==> config.mk <==
export PLATFORM = sky130hd
export DESIGN_NAME = mult_share_arbiter
export DESIGN_NICKNAME = d
export VERILOG_FILES = /design/src/rtl/mult_share_arbiter.sv
export SDC_FILE = /design/constraint.sdc
export NUM_CORES = 1
export LEC_CHECK = 0
export ABC_CLOCK_PERIOD_IN_PS = 5400
export CAP_MARGIN = 5
export CORE_MARGIN = 3
export CORE_UTILIZATION = 45
export DETAILED_ROUTE_END_ITERATION = 8
export PLACE_DENSITY = 0.87
export SLEW_MARGIN = 5
export SYNTH_ARGS = -nofsm -noshare
export SYNTH_HDL_FRONTEND = slang
export SYNTH_SLANG_ARGS = --single-unit
export TNS_END_PERCENT = 20
==> constraint.sdc <==
create_clock -name i_clk -period 5.4 [get_ports i_clk]
set_input_delay 1.08 -clock i_clk [delete_from_list [all_inputs] [get_ports i_clk]]
set_output_delay 1.08 -clock i_clk [all_outputs]
set_load 0.01 [all_outputs]
==> src/rtl/mult_share_arbiter.sv <==
// Round-robin arbiter sharing one sequential W x W multiplier among N_REQ requesters.
// Optional WAIT-state timeout is enabled by defining MULT_ARB_TIMEOUT_EN.
module mult_share_arbiter #(
    parameter int unsigned N_REQ   = 4,
    parameter int unsigned W       = 8,
    parameter int unsigned TIMEOUT = 64
) (
    input  logic               i_clk,
    input  logic               i_rst_n,
    input  logic [N_REQ-1:0]   i_req,
    input  logic [N_REQ*W-1:0] i_a,
    input  logic [N_REQ*W-1:0] i_b,
    output logic [N_REQ-1:0]   o_gnt,
    output logic [N_REQ-1:0]   o_rsp_valid,
    output logic [2*W-1:0]     o_rsp_data,
    output logic               o_err,
    output logic               o_busy,
    output logic               o_m_valid,
    output logic [W-1:0]       o_m_a,
    output logic [W-1:0]       o_m_b,
    input  logic [2*W-1:0]     i_m_mult,
    input  logic               i_m_done
);

    localparam int unsigned IW = (N_REQ > 1) ? $clog2(N_REQ) : 1;

    typedef enum logic [1:0] {IDLE, ISSUE, WAIT, RESP} state_t;

    state_t           r_state;
    logic [IW-1:0]    r_ptr;
    logic [IW-1:0]    r_owner;
    logic [N_REQ-1:0] r_gnt;
    logic [N_REQ-1:0] r_rsp_valid;
    logic [2*W-1:0]   r_rsp_data;
    logic             r_busy;
    logic             r_m_valid;
    logic [W-1:0]     r_m_a;
    logic [W-1:0]     r_m_b;

    logic             w_found;
    logic [IW-1:0]    w_winner;
    logic [IW:0]      w_sum;
    logic [W-1:0]     w_a;
    logic [W-1:0]     w_b;

`ifdef MULT_ARB_TIMEOUT_EN
    localparam int unsigned CW = $clog2(TIMEOUT + 1);
    logic [CW-1:0]    r_cnt;
    logic             r_err;
`else
    logic             w_unused_timeout;
    assign w_unused_timeout = ^TIMEOUT;
`endif

    // First set request searching upward from r_ptr with wrap-around.
    always_comb begin
        w_found  = 1'b0;
        w_winner = '0;
        w_sum    = '0;
        for (int i = 0; i < N_REQ; i++) begin
            w_sum = {1'b0, r_ptr} + (IW+1)'(i);
            if (w_sum >= (IW+1)'(N_REQ)) begin
                w_sum = w_sum - (IW+1)'(N_REQ);
            end
            if (!w_found && i_req[w_sum[IW-1:0]]) begin
                w_found  = 1'b1;
                w_winner = w_sum[IW-1:0];
            end
        end
    end

    always_comb begin
        w_a = '0;
        w_b = '0;
        for (int i = 0; i < N_REQ; i++) begin
            if (w_winner == IW'(i)) begin
                w_a = i_a[i*W +: W];
                w_b = i_b[i*W +: W];
            end
        end
    end

    always_ff @(posedge i_clk or negedge i_rst_n) begin
        if (!i_rst_n) begin
            r_state     <= IDLE;
            r_ptr       <= '0;
            r_owner     <= '0;
            r_gnt       <= '0;
            r_rsp_valid <= '0;
            r_rsp_data  <= '0;
            r_busy      <= 1'b0;
            r_m_valid   <= 1'b0;
            r_m_a       <= '0;
            r_m_b       <= '0;
`ifdef MULT_ARB_TIMEOUT_EN
            r_cnt       <= '0;
            r_err       <= 1'b0;
`endif
        end else begin
            case (r_state)
                IDLE: begin
                    if (w_found) begin
                        r_owner   <= w_winner;
                        r_m_a     <= w_a;
                        r_m_b     <= w_b;
                        r_gnt     <= N_REQ'(1) << w_winner;
                        r_m_valid <= 1'b1;
                        r_busy    <= 1'b1;
                        r_state   <= ISSUE;
                    end
                end
                ISSUE: begin
                    r_gnt     <= '0;
                    r_m_valid <= 1'b0;
`ifdef MULT_ARB_TIMEOUT_EN
                    r_cnt     <= '0;
`endif
                    r_state   <= WAIT;
                end
                WAIT: begin
                    if (i_m_done) begin
                        r_rsp_data  <= i_m_mult;
                        r_rsp_valid <= N_REQ'(1) << r_owner;
                        r_state     <= RESP;
                    end
`ifdef MULT_ARB_TIMEOUT_EN
                    // Last allowed WAIT cycle without done: respond with an error.
                    else if (r_cnt == CW'(TIMEOUT - 1)) begin
                        r_rsp_data  <= '0;
                        r_err       <= 1'b1;
                        r_rsp_valid <= N_REQ'(1) << r_owner;
                        r_state     <= RESP;
                    end else begin
                        r_cnt <= r_cnt + CW'(1);
                    end
`endif
                end
                RESP: begin
                    r_rsp_valid <= '0;
                    r_busy      <= 1'b0;
`ifdef MULT_ARB_TIMEOUT_EN
                    r_err       <= 1'b0;
`endif
                    if (r_owner == IW'(N_REQ - 1)) begin
                        r_ptr <= '0;
                    end else begin
                        r_ptr <= r_owner + IW'(1);
                    end
                    r_state <= IDLE;
                end
                default: r_state <= IDLE;
            endcase
        end
    end

    assign o_gnt       = r_gnt;
    assign o_rsp_valid = r_rsp_valid;
    assign o_rsp_data  = r_rsp_data;
    assign o_busy      = r_busy;
    assign o_m_valid   = r_m_valid;
    assign o_m_a       = r_m_a;
    assign o_m_b       = r_m_b;
`ifdef MULT_ARB_TIMEOUT_EN
    assign o_err       = r_err;
`else
    assign o_err       = 1'b0;
`endif

endmodule

Word-level counts from Yosys, hierarchy flattened:

Cells that the tools add are included.
W data, S select, Z words.

* multiply operators: 0
* $lt $le $gt $ge: 8
* reduce and logical (&&, ||, !) cells: 17
* equality and inequality tests: 9
* bitwise gates (word level): 0
* add/sub/neg operators: 8
* shifts and indexed selects: 2
* mux-type cells: 39
* div/mod/pow operators: 0

Operators with widths (number)
* $mux W8: 8
* $mux W2: 11
* $pmux W4 S2: 2
* $lt A2 B3 Y1 const B: 4
* $reduce_and A2 Y1: 6
* $eq A2 B2 Y1 const B: 5
* $ge A3 B3 Y1 const B: 3
* $mux W1: 9
* $bmux W1 S2: 4
* $mux W4: 2
* $pmux W2 S4: 1
* $shl A1 B2 Y4 const A: 2
* $sub A2 B1 Y2 const B: 4
* $add A2 B2 Y3 const B: 2
* $reduce_bool A2 Y1: 3
* $eq A2 B1 Y1 const B: 2
* $logic_not A2 Y1: 2
* $ne A2 B2 Y1 const B: 2
* $pmux W1 S2: 2
* $add A2 B1 Y3 const B: 1
* $ge A2 B3 Y1 const B: 1
* $logic_and A1 B1 Y1: 3
* $logic_not A1 Y1: 3
* $add A2 B1 Y2 const B: 1

* register bits: 48
* memory bits (read-only): 0
* latch bits: 0
* logic and storage cells: 93
* memories: 0
* RAM bits: 0

Logic depth before layout (Yosys ltp):

Gate-level depths: netlist (run 1).

* depth after elaboration: 19
* depth in mapped cells: 8
* depth with buffers taken out: 7

Worst setup path before layout (run 1):

No wires, ideal clock.

* path kind: in2reg
* start: input i_req[1]
* end: register r_m_a[7] (netlist: o_m_a[7])
* stages on the path: 6
* setup time: 0.134 ns
* arrival time: 2.264 ns
* slack: 3.002 ns
* buffers on the path: 1
* required time: 5.266 ns
* cell sequence: and2b_1 -> a221o_1 -> nand3_4 -> buf_8 -> a221oi_1 -> a211oi_2

* word-level cells in the longest chain between the ends: 17

Ends and longest elaborated chain
* start: declaration: RTL line 10 `input logic [N_REQ-1:0] i_req,`
* $bmux W1 S2: RTL line 65 `if (!w_found && i_req[w_sum[IW-1:0]]) begin`
* $mux W1 (not written as such): RTL line 65
* $mux W1: RTL line 65
* $logic_not A1 Y1: RTL line 65
* $logic_and A1 B1 Y1: RTL line 65
* $mux W1: RTL line 65
* $logic_not A1 Y1: RTL line 65
* $logic_and A1 B1 Y1: RTL line 65
* $mux W1: RTL line 65
* $logic_not A1 Y1: RTL line 65
* $logic_and A1 B1 Y1: RTL line 65
* $mux W2: RTL line 65
* $logic_not A2 Y1: RTL line 76 `if (w_winner == IW'(i)) begin`
* $mux W8 (4 in series): RTL line 76
* end signal: assignment: RTL line 104 `r_m_a <= w_a;`
* end: declaration: RTL line 37 `logic [W-1:0] r_m_a;`

Several ways; a longest one is shown, not always the timed one. The select of a mux whose other input is x is not followed.
A chain may end at the register's enable or synchronous reset.

Final worst setup path (run 1):

* start: input i_req[3]
* end: register r_m_b[2] (netlist: o_m_b[2])

* word-level cells in the longest chain between the ends: 17

Ends and longest elaborated chain
* $bmux W1 S2: RTL line 65
* $mux W1 (not written as such): RTL line 65
* $mux W1: RTL line 65
* $logic_not A1 Y1: RTL line 65
* $logic_and A1 B1 Y1: RTL line 65
* $mux W1: RTL line 65
* $logic_not A1 Y1: RTL line 65
* $logic_and A1 B1 Y1: RTL line 65
* $mux W1: RTL line 65
* $logic_not A1 Y1: RTL line 65
* $logic_and A1 B1 Y1: RTL line 65
* $mux W2: RTL line 65
* $logic_not A2 Y1: RTL line 76
* $mux W8 (4 in series): RTL line 76
* end signal: assignment: RTL line 105 `r_m_b <= w_b;`
* end: declaration: RTL line 38 `logic [W-1:0] r_m_b;`

Several ways; a longest one is shown, not always the timed one. The select of a mux whose other input is x is not followed.

==> flow_metrics.py, run 1 <==
metrics = {
    "cells_and_area": {
        "layout_common_cells": "clkdlybuf4s50_1, dfrtp_1, nor2_1, mux2_2",
        "drive_gt1_frac": 0.145,
        "nNetsFinal": 460,
        "stdcell_count": 437,
        "area_growth_pct": 50.1,
        "final_common_cell": "clkdlybuf4s50_1",
        "diodes": 0,
        "num-fill-cells": 416,
    },
    "routing": {
        "via_per_inst": 5.42,
        "wl_per_cell_um": 17.6,
        "firstDrtPassIters": 4,
        "drt-total-wl_mm": 7.68,
        "drc": 0,
        "vias": 2369,
        "drt-initial-drc-count": 121,
        "ant_nets": 0,
    },
    "setup_path": {
        "r2r_start": "r_state[0]",
        "r2r_end": "o_gnt[2]",
        "rrSetupSlack_ps": 3130,
        "path_class": "input pin to register",
        "end_kind": "register",
        "crit_fanout": 35,
        "worst-endpoint-required_ps": 5610,
        "start_kind": "input pin",
        "worstPathArrival_ps": 3280,
        "rr_worst_depth": 8,
    },
    "clock_tree": {
        "clk_path_buf_depth": 2,
        "post_cts_buffers": 0,
        "root_buffer": "clkbuf_8",
        "clock_sinks": 48,
        "postCtsHoldBufs": 0,
        "cts_resized": 0,
        "htree_levels": 2,
        "cts_tree": "done",
        "clk_pin_slew_worst_paths_ps": 90,
        "cts_buffers": 5,
        "clock_latency_ps": 300,
    },
    "global_routing": {
        "grt_usage": 0.218,
        "grt_pass1_wl_mm": 12.6,
        "antenna_found_initial": 0,
        "grt_max_degree": 49,
        "grt-ovfl-total": 0,
        "grt_pass1_vias": 2539,
    },
    "synthesis": {
        "postSynthNetCount": 338,
        "syn_inst": 242,
        "ys_seq_area_frac": 0.434,
        "synthesis.area_um2": 2770,
        "ys_ff_latch": 48,
        "synth_warnings": 0,
        "synthDistinctLibCells": 43,
        "syn_area_per_cell_um2": 11.4,
    },
    "timing": {
        "rsz0062_at_grt": "false",
        "max_slew_margin": 0.287,
        "finalSetupTns_ps": 0,
        "fmax_mhz": 325,
        "setup_violations": 0,
        "drv_slew": 0,
        "period_minus_slack_ps": 3070,
        "hold_violations": 0,
        "finalClockSkew_ps": 8.03,
        "tightest_slew_ps": 1070,
        "finalCritPeriodShare": 0.569,
    },
    "power": {
        "cellPowerDensity_nw_per_um2": 500,
        "power.leakage_nw": 1.71,
        "peakVddDrop_mv": 0.278,
    },
    "worst_hold_path": {
        "min_to": "o_rsp_valid[3]",
        "hp-start": "o_rsp_valid[3]",
        "holdPathStages": 2,
        "hold_path.class": "register to register",
    },
    "job": {
        "drv_cap": 0,
    },
    "floorplanning": {
        "core_um2": 5740,
        "rows": 27,
        "die-height_um": 84.4,
        "ios": 130,
        "die_width_um": 84.4,
        "design.die.area_um2": 7130,
        "initial_core_util": 0.482,
    },
    "place": {
        "hpwlAfterDp_mm": 5.65,
        "dp_cells": 429,
        "gp_congestion": 0.811,
        "portBuffers": 128,
    },
    "status": {
        "status": "finished clean",
    },
}
final cells by class:
type | count | area, um^2 | area share
multi-input cells | 173 | 1430 | 0.345
repair buffers | 129 | 1280 | 0.309
flip-flops and latches | 48 | 1200 | 0.289
well taps | 72 | 90.1 | 0.0217
clock buffers | 6 | 82.6 | 0.0199
clock inverters | 2 | 38.8 | 0.00934
inverters | 7 | 26.3 | 0.00633
worst max-delay path, cell delays in order:
cell             delay, ps
clkdlybuf4s50_1        450
or2_1                  440
and4_4                 290
nor2_8                 520
a221oi_1               230
a211oi_1               260
kinds of logic after synthesis:
family / share of synthesized area
AOI/OAI and AO/OA: 0.208
adders and majority gates: 0.0407
buffers and inverters: 0.0502
DFF: 0.434
muxes: 0.127
other: 0.00135
and+or+nand+nor: 0.139
synthesized netlist by cell type, drive strengths merged:
library cell | n | area [um^2]
dfrtp | 48 | 1200
and3 | 1 | 6.26
o32a | 2 | 20.0
nand2b | 1 | 6.26
and4 | 1 | 11.3
a32oi | 1 | 8.76
o21ai | 14 | 70.1
nand3 | 2 | 22.5
clkbuf | 5 | 18.8
inv | 7 | 26.3
buf | 9 | 93.8
nor2 | 23 | 103
a2bb2oi | 1 | 8.76
a31oi | 4 | 25.0
a21o | 1 | 7.51
a21oi | 2 | 21.3
ha | 9 | 113
a221oi | 16 | 196
a211oi | 16 | 170
conb | 1 | 3.75
a221o | 1 | 10.0
nor4 | 1 | 21.3
o31ai | 1 | 21.3
and2 | 16 | 100
and2b | 1 | 7.51
nor2b | 6 | 37.5
mux2 | 17 | 191
nand2 | 15 | 56.3
o21bai | 1 | 7.51
or2 | 1 | 6.26
or2b | 1 | 7.51
mux2i | 16 | 160
a22oi | 1 | 7.51
metal layers:
layer  wire length [um]  up-vias  global-route usage
met3                506        9              0.0412
met2               3950       80               0.378
met1               3130     1155               0.284
met5                  0        -                   0
met4                 93        0              0.0489
li1                   -     1125                   -
power breakdown:
| group | switching [W] | internal (W) | leakage [nW] | total [W] |
|---|---|---|---|---|
| Combinational | 0.000554 | 0.000599 | 1.08 | 0.00115 |
| Sequential | 0.000110 | 0.000538 | 0.571 | 0.000648 |
| Clock | 0.000123 | 0.000152 | 0.0614 | 0.000275 |
| Total | 0.000787 | 0.00129 | 1.71 | 0.00208 |
state kept, by name, summed over array words and instances, names as in the netlist:
signal and count:
o_m_a 8, o_m_valid 1, r_state 2, o_m_b 8, o_rsp_valid 4, r_owner 2
r_ptr 2, o_rsp_data 16, o_busy 1, o_gnt 4
per-stage QoR:
stage | util | power (W) | instance area [um^2] | hold slack, ps | setup WS (ps)
after global placement | 0.702 | 0.00177 | 4030 | 483 | 2120
after global routing | 0.723 | 0.00222 | 4150 | 522 | 2150
after detailed placement | 0.702 | 0.00181 | 4030 | 490 | 2000
final | 0.723 | 0.00208 | 4150 | 507 | 2330
after CTS | 0.723 | 0.00210 | 4150 | 511 | 2320
after floorplan | - | 0.00134 | 2770 | 521 | 3000
how the worst max path moves through the flow:
stage	from	to	slack, ps	cells past startpoint
global route	i_req[1]	o_m_b[2]	2150	6
detailed placement	i_req[3]	o_m_b[2]	2000	6
floorplan	i_req[1]	o_m_a[7]	3000	6
CTS	i_req[3]	o_m_b[2]	2320	6
global placement	i_req[3]	o_m_b[0]	2120	6
finish	i_req[3]	o_m_b[2]	2330	6
Note: power is estimated with default switching activity, not from simulation.
==> run 2: changes to the inputs <==
ABC_CLOCK_PERIOD_IN_PS = 3000   (was 5400)
CORE_UTILIZATION = 41   (was 45)
PLACE_DENSITY = 0.8   (was 0.87)
clock period = 3 ns   (was 5.4 ns; I/O delays follow)
==> flow_metrics.py, run 2 (same netlist as run 1, synthesis figures left out) <==
metrics = {
    "clock_tree": {
        "root_buffer": "clkbuf_8",
        "clk_path_buf_depth": 2,
        "clk_pin_slew_worst_paths_ps": 90,
        "htree_levels": 2,
        "cts_buffers": 5,
        "cts_tree": "done",
        "clock_sinks": 48,
        "clock_latency_ps": 300,
        "postCtsHoldBufs": 0,
        "cts_resized": 0,
        "post_cts_buffers": 0,
    },
    "timing": {
        "tightest_slew_ps": 1090,
        "rsz0062_at_grt": "false",
        "setup_violations": 0,
        "max_slew_margin": 0.273,
        "finalClockSkew_ps": 3.00,
        "drv_slew": 0,
        "hold_violations": 0,
        "period_minus_slack_ps": 2480,
        "fmax_mhz": 403,
        "finalCritPeriodShare": 0.827,
        "finalSetupTns_ps": 0,
    },
    "cells_and_area": {
        "drive_gt1_frac": 0.157,
        "area_growth_pct": 51.9,
        "num-fill-cells": 542,
        "nNetsFinal": 465,
        "diodes": 0,
        "largest_reg_flops": 16,
        "final_common_cell": "clkdlybuf4s50_1",
        "layout_common_cells": "clkdlybuf4s50_1, dfrtp_1, nor2_1, mux2_2",
    },
    "setup_path": {
        "worstPathArrival_ps": 2690,
        "path_cells": "clkdlybuf4s50_1 -> and2b_1 -> o31ai_4 -> a221oi_1 -> a211oi_1",
        "slowest_delay_ps": 820,
        "cpLargestDelayFamily": "compound AO/OA/AOI/OAI gates",
        "worst-endpoint-required_ps": 3210,
        "rr_worst_depth": 3,
        "r2r_start": "r_ptr[1]",
        "path_class": "input pin to register",
        "crit_fanout": 17,
        "start_kind": "input pin",
        "rrSetupSlack_ps": 1000,
        "end_kind": "register",
        "startpoint": "i_req[1]",
        "cp_slowest_cell": "o31ai_4",
        "critPathBufInv": 1,
        "crit_cells": 5,
        "endpoint": "o_m_b[1]",
        "r2r_end": "o_m_b[1]",
    },
    "place": {
        "hpwlAfterDp_mm": 5.73,
        "gp_congestion": 0.800,
        "portBuffers": 128,
    },
    "job": {
        "drv_cap": 0,
    },
    "status": {
        "status": "finished clean",
    },
    "routing": {
        "wl_per_cell_um": 17.2,
        "vias": 2369,
        "drt-total-wl_mm": 7.70,
        "drt-initial-drc-count": 97,
        "via_per_inst": 5.30,
        "firstDrtPassIters": 4,
        "drc": 0,
        "ant_nets": 0,
    },
    "global_routing": {
        "grt-ovfl-total": 0,
        "grt_usage": 0.205,
        "grt_max_degree": 49,
        "antenna_found_initial": 0,
        "grt_pass1_wl_mm": 12.4,
        "grt_pass1_vias": 2516,
    },
    "floorplanning": {
        "die-height_um": 88.2,
        "initial_core_util": 0.429,
        "die_width_um": 88.2,
        "core_um2": 6460,
        "ios": 130,
        "design.die.area_um2": 7770,
        "rows": 29,
    },
    "power": {
        "cellPowerDensity_nw_per_um2": 902,
        "peakVddDrop_mv": 0.425,
        "p_total_w": 0.00379,
        "power.leakage_nw": 1.74,
    },
    "worst_hold_path": {
        "hold_path.class": "input pin to async pin",
    },
}
run 2: changes by cell type in the layout (fill, tap and decap cells not counted):
| cell | delta |
|---|---|
| clkinv_4 | +1 |
| clkbuf_8 | -1 |
| buf_4 | +4 |
| buf_12 | +1 |
run 2: worst min-delay path by stage:
stage                   start              to  slack, ps  cells past startpoint
2_1_floorplan         i_rst_n          o_busy        300                      0
3_3_place_gp   o_rsp_valid[0]  o_rsp_valid[0]        480                      2
3_5_place_dp   o_rsp_valid[3]  o_rsp_valid[3]        490                      2
4_1_cts        o_rsp_valid[3]  o_rsp_valid[3]        510                      2
5_1_grt         o_rsp_data[2]   o_rsp_data[2]        520                      1
6_report              i_rst_n   o_rsp_data[4]        500                      1
run 2: cell type report:
class / instances / area, um^2 / share of cell area
well taps: 77 / 96.3 / 0.0229
clock buffers: 5 / 68.8 / 0.0164
repair buffers: 134 / 1330 / 0.317
clock inverters: 3 / 47.5 / 0.0113
multi-input cells: 173 / 1430 / 0.340
flip-flops and latches: 48 / 1200 / 0.286
inverters: 7 / 26.3 / 0.00625
run 2: per-stage QoR:
stage	worst slack, ps	area (um^2)	std cells	hold WS (ps)	utilization
2_1_floorplan	1080	2770	242	304	-
3_3_place_gp	328	4090	439	483	0.633
3_5_place_dp	204	4090	439	492	0.633
4_1_cts	525	4210	447	511	0.651
5_1_grt	371	4210	447	521	0.651
6_report	518	4210	447	499	0.651
run 2: worst reg2reg max path, stage by stage (launching register included):
cell and delay [ps]:
dfrtp_1 510, o31ai_4 910, a221oi_1 200, a211oi_1 290
run 2: routing by layer:
| layer | global-route usage | routed length (um) | up-vias |
|---|---|---|---|
| met5 | 0 | 0 | - |
| met2 | 0.354 | 3980 | 77 |
| met3 | 0.0480 | 478 | 7 |
| met4 | 0.0508 | 72 | 0 |
| li1 | - | - | 1132 |
| met1 | 0.259 | 3170 | 1153 |
run 2: report_power, final:
part           total [W]  internal [W]  switching, W
Clock           0.000481      0.000251      0.000230
Sequential       0.00117      0.000969      0.000202
Combinational    0.00214       0.00112       0.00102
Total            0.00379       0.00234       0.00145
==> run 3: changes to the inputs <==
ABC_CLOCK_PERIOD_IN_PS = 2300   (was 3000)
clock period = 2.3 ns   (was 3 ns; I/O delays follow)
==> flow_metrics.py, run 3 (same netlist as run 1, synthesis figures left out) <==
metrics = {
    "status": {
        "status": "finished clean",
    },
    "setup_path": {
        "end_kind": "register",
        "r2r_end": "o_gnt[2]",
        "rr_worst_depth": 8,
        "worst-endpoint-required_ps": 2470,
        "path_class": "input pin to register",
        "start_kind": "input pin",
        "crit_fanout": 14,
        "rrSetupSlack_ps": 410,
        "startpoint": "i_req[1]",
        "r2r_start": "r_state[1]",
        "worstPathArrival_ps": 2220,
    },
    "cells_and_area": {
        "layout_common_cells": "clkdlybuf4s50_1, dfrtp_1, nor2_1, mux2_2",
        "drive_gt1_frac": 0.183,
        "nNetsFinal": 477,
        "stdcell_count": 459,
        "area_growth_pct": 56.4,
        "diodes": 0,
        "final_common_cell": "clkdlybuf4s50_1",
        "largest_reg_flops": 16,
        "multi_input_area_um2": 1430,
        "seq_area_um2": 1200,
        "num-fill-cells": 510,
        "fin_area_um2": 4330,
    },
    "global_routing": {
        "grt-ovfl-total": 0,
        "grt_usage": 0.193,
        "grt_max_degree": 49,
        "grt_pass1_vias": 2449,
        "grt_pass1_wl_mm": 11.9,
        "antenna_found_initial": 0,
    },
    "timing": {
        "tightest_slew_ps": 618,
        "hold_violations": 0,
        "setup_violations": 0,
        "period_minus_slack_ps": 2040,
        "rsz0062_at_grt": "false",
        "finalClockSkew_ps": 5.91,
        "fin_ws_ps": 257,
        "fmax_mhz": 490,
        "drv_slew": 0,
        "finalCritPeriodShare": 0.888,
        "max_slew_margin": 0.588,
    },
    "routing": {
        "wl_met1_mm": 3.14,
        "vias": 2422,
        "drc": 0,
        "via_per_inst": 5.28,
        "routed-wl-met2_mm": 3.80,
        "wl_met3_um": 475,
        "drt-initial-drc-count": 90,
        "wl_per_cell_um": 16.3,
        "firstDrtPassIters": 4,
        "highest_layer": "met4",
        "ant_nets": 0,
        "drt-total-wl_mm": 7.46,
    },
    "clock_tree": {
        "root_buffer": "clkbuf_8",
        "postCtsHoldBufs": 0,
        "clock_latency_ps": 300,
        "clock_sinks": 48,
        "htree_levels": 2,
        "cts_buffers": 5,
        "post_cts_buffers": 0,
        "clk_pin_slew_worst_paths_ps": 90,
        "cts_tree": "done",
        "clk_path_buf_depth": 2,
        "cts_resized": 0,
    },
    "floorplanning": {
        "die_width_um": 88.2,
        "rows": 29,
        "core_um2": 6460,
        "initial_core_util": 0.429,
        "design.die.area_um2": 7770,
        "ios": 130,
        "die-height_um": 88.2,
    },
    "job": {
        "drv_cap": 0,
    },
    "place": {
        "hpwlAfterDp_mm": 5.71,
        "place_ws_ps": -59.0,
        "dp_cells": 451,
        "gp_congestion": 0.850,
        "place_area_um2": 4220,
        "portBuffers": 128,
    },
    "power": {
        "cellPowerDensity_nw_per_um2": 1170,
        "peakVddDrop_mv": 0.672,
        "power.leakage_nw": 1.81,
    },
    "worst_hold_path": {
        "hold_path.class": "input pin to async pin",
    },
}
[run 3: worst max-delay path, cell delays in order]
cell and delay [ps]:
clkdlybuf4s50_1 520, and2b_1 250, nor4_4 300, nor2_8 90, buf_12 160, a221oi_1 340
a211oi_1 90
[run 3: where the power goes]
| part | internal [W] | leakage, nW | switching [W] | total [W] |
|---|---|---|---|---|
| clock network | 0.000322 | 0.0541 | 0.000289 | 0.000611 |
| logic | 0.00159 | 1.18 | 0.00133 | 0.00291 |
| registers | 0.00126 | 0.571 | 0.000264 | 0.00153 |
[run 3: layout make-up]
class                   count  area share
multi-input cells         173       0.331
inverters                   7     0.00607
flip-flops and latches     48       0.278
repair buffers            146       0.338
well taps                  77      0.0223
clock inverters             3     0.00983
clock buffers               5      0.0159
[run 3: layer usage]
layer  global-route usage  vias up
met5                    0        -
li1                     -     1158
met4               0.0371        0
met2                0.329       78
met3               0.0376        8
met1                0.256     1178
[run 3: per-stage QoR]
step                power, W  setup TNS [ps]  utilization  hold slack, ps
floorplan            0.00314               0            -             164
global placement     0.00440               0        0.653             488
detailed placement   0.00447            -187        0.653             496
CTS                  0.00510               0        0.670             267
global route         0.00542               0        0.670             294
finish               0.00505               0        0.670             248
[run 3: worst max-delay path by stage]
| stage | endpoint | slack (ps) | depth (start not counted) |
|---|---|---|---|
| after floorplan | o_m_a[7] | 520 | 6 |
| after global placement | o_m_a[7] | 20 | 7 |
| after detailed placement | o_m_b[3] | -60 | 7 |
| after CTS | o_m_b[3] | 260 | 7 |
| after global routing | o_m_b[2] | 140 | 7 |
| final | o_m_b[3] | 260 | 7 |
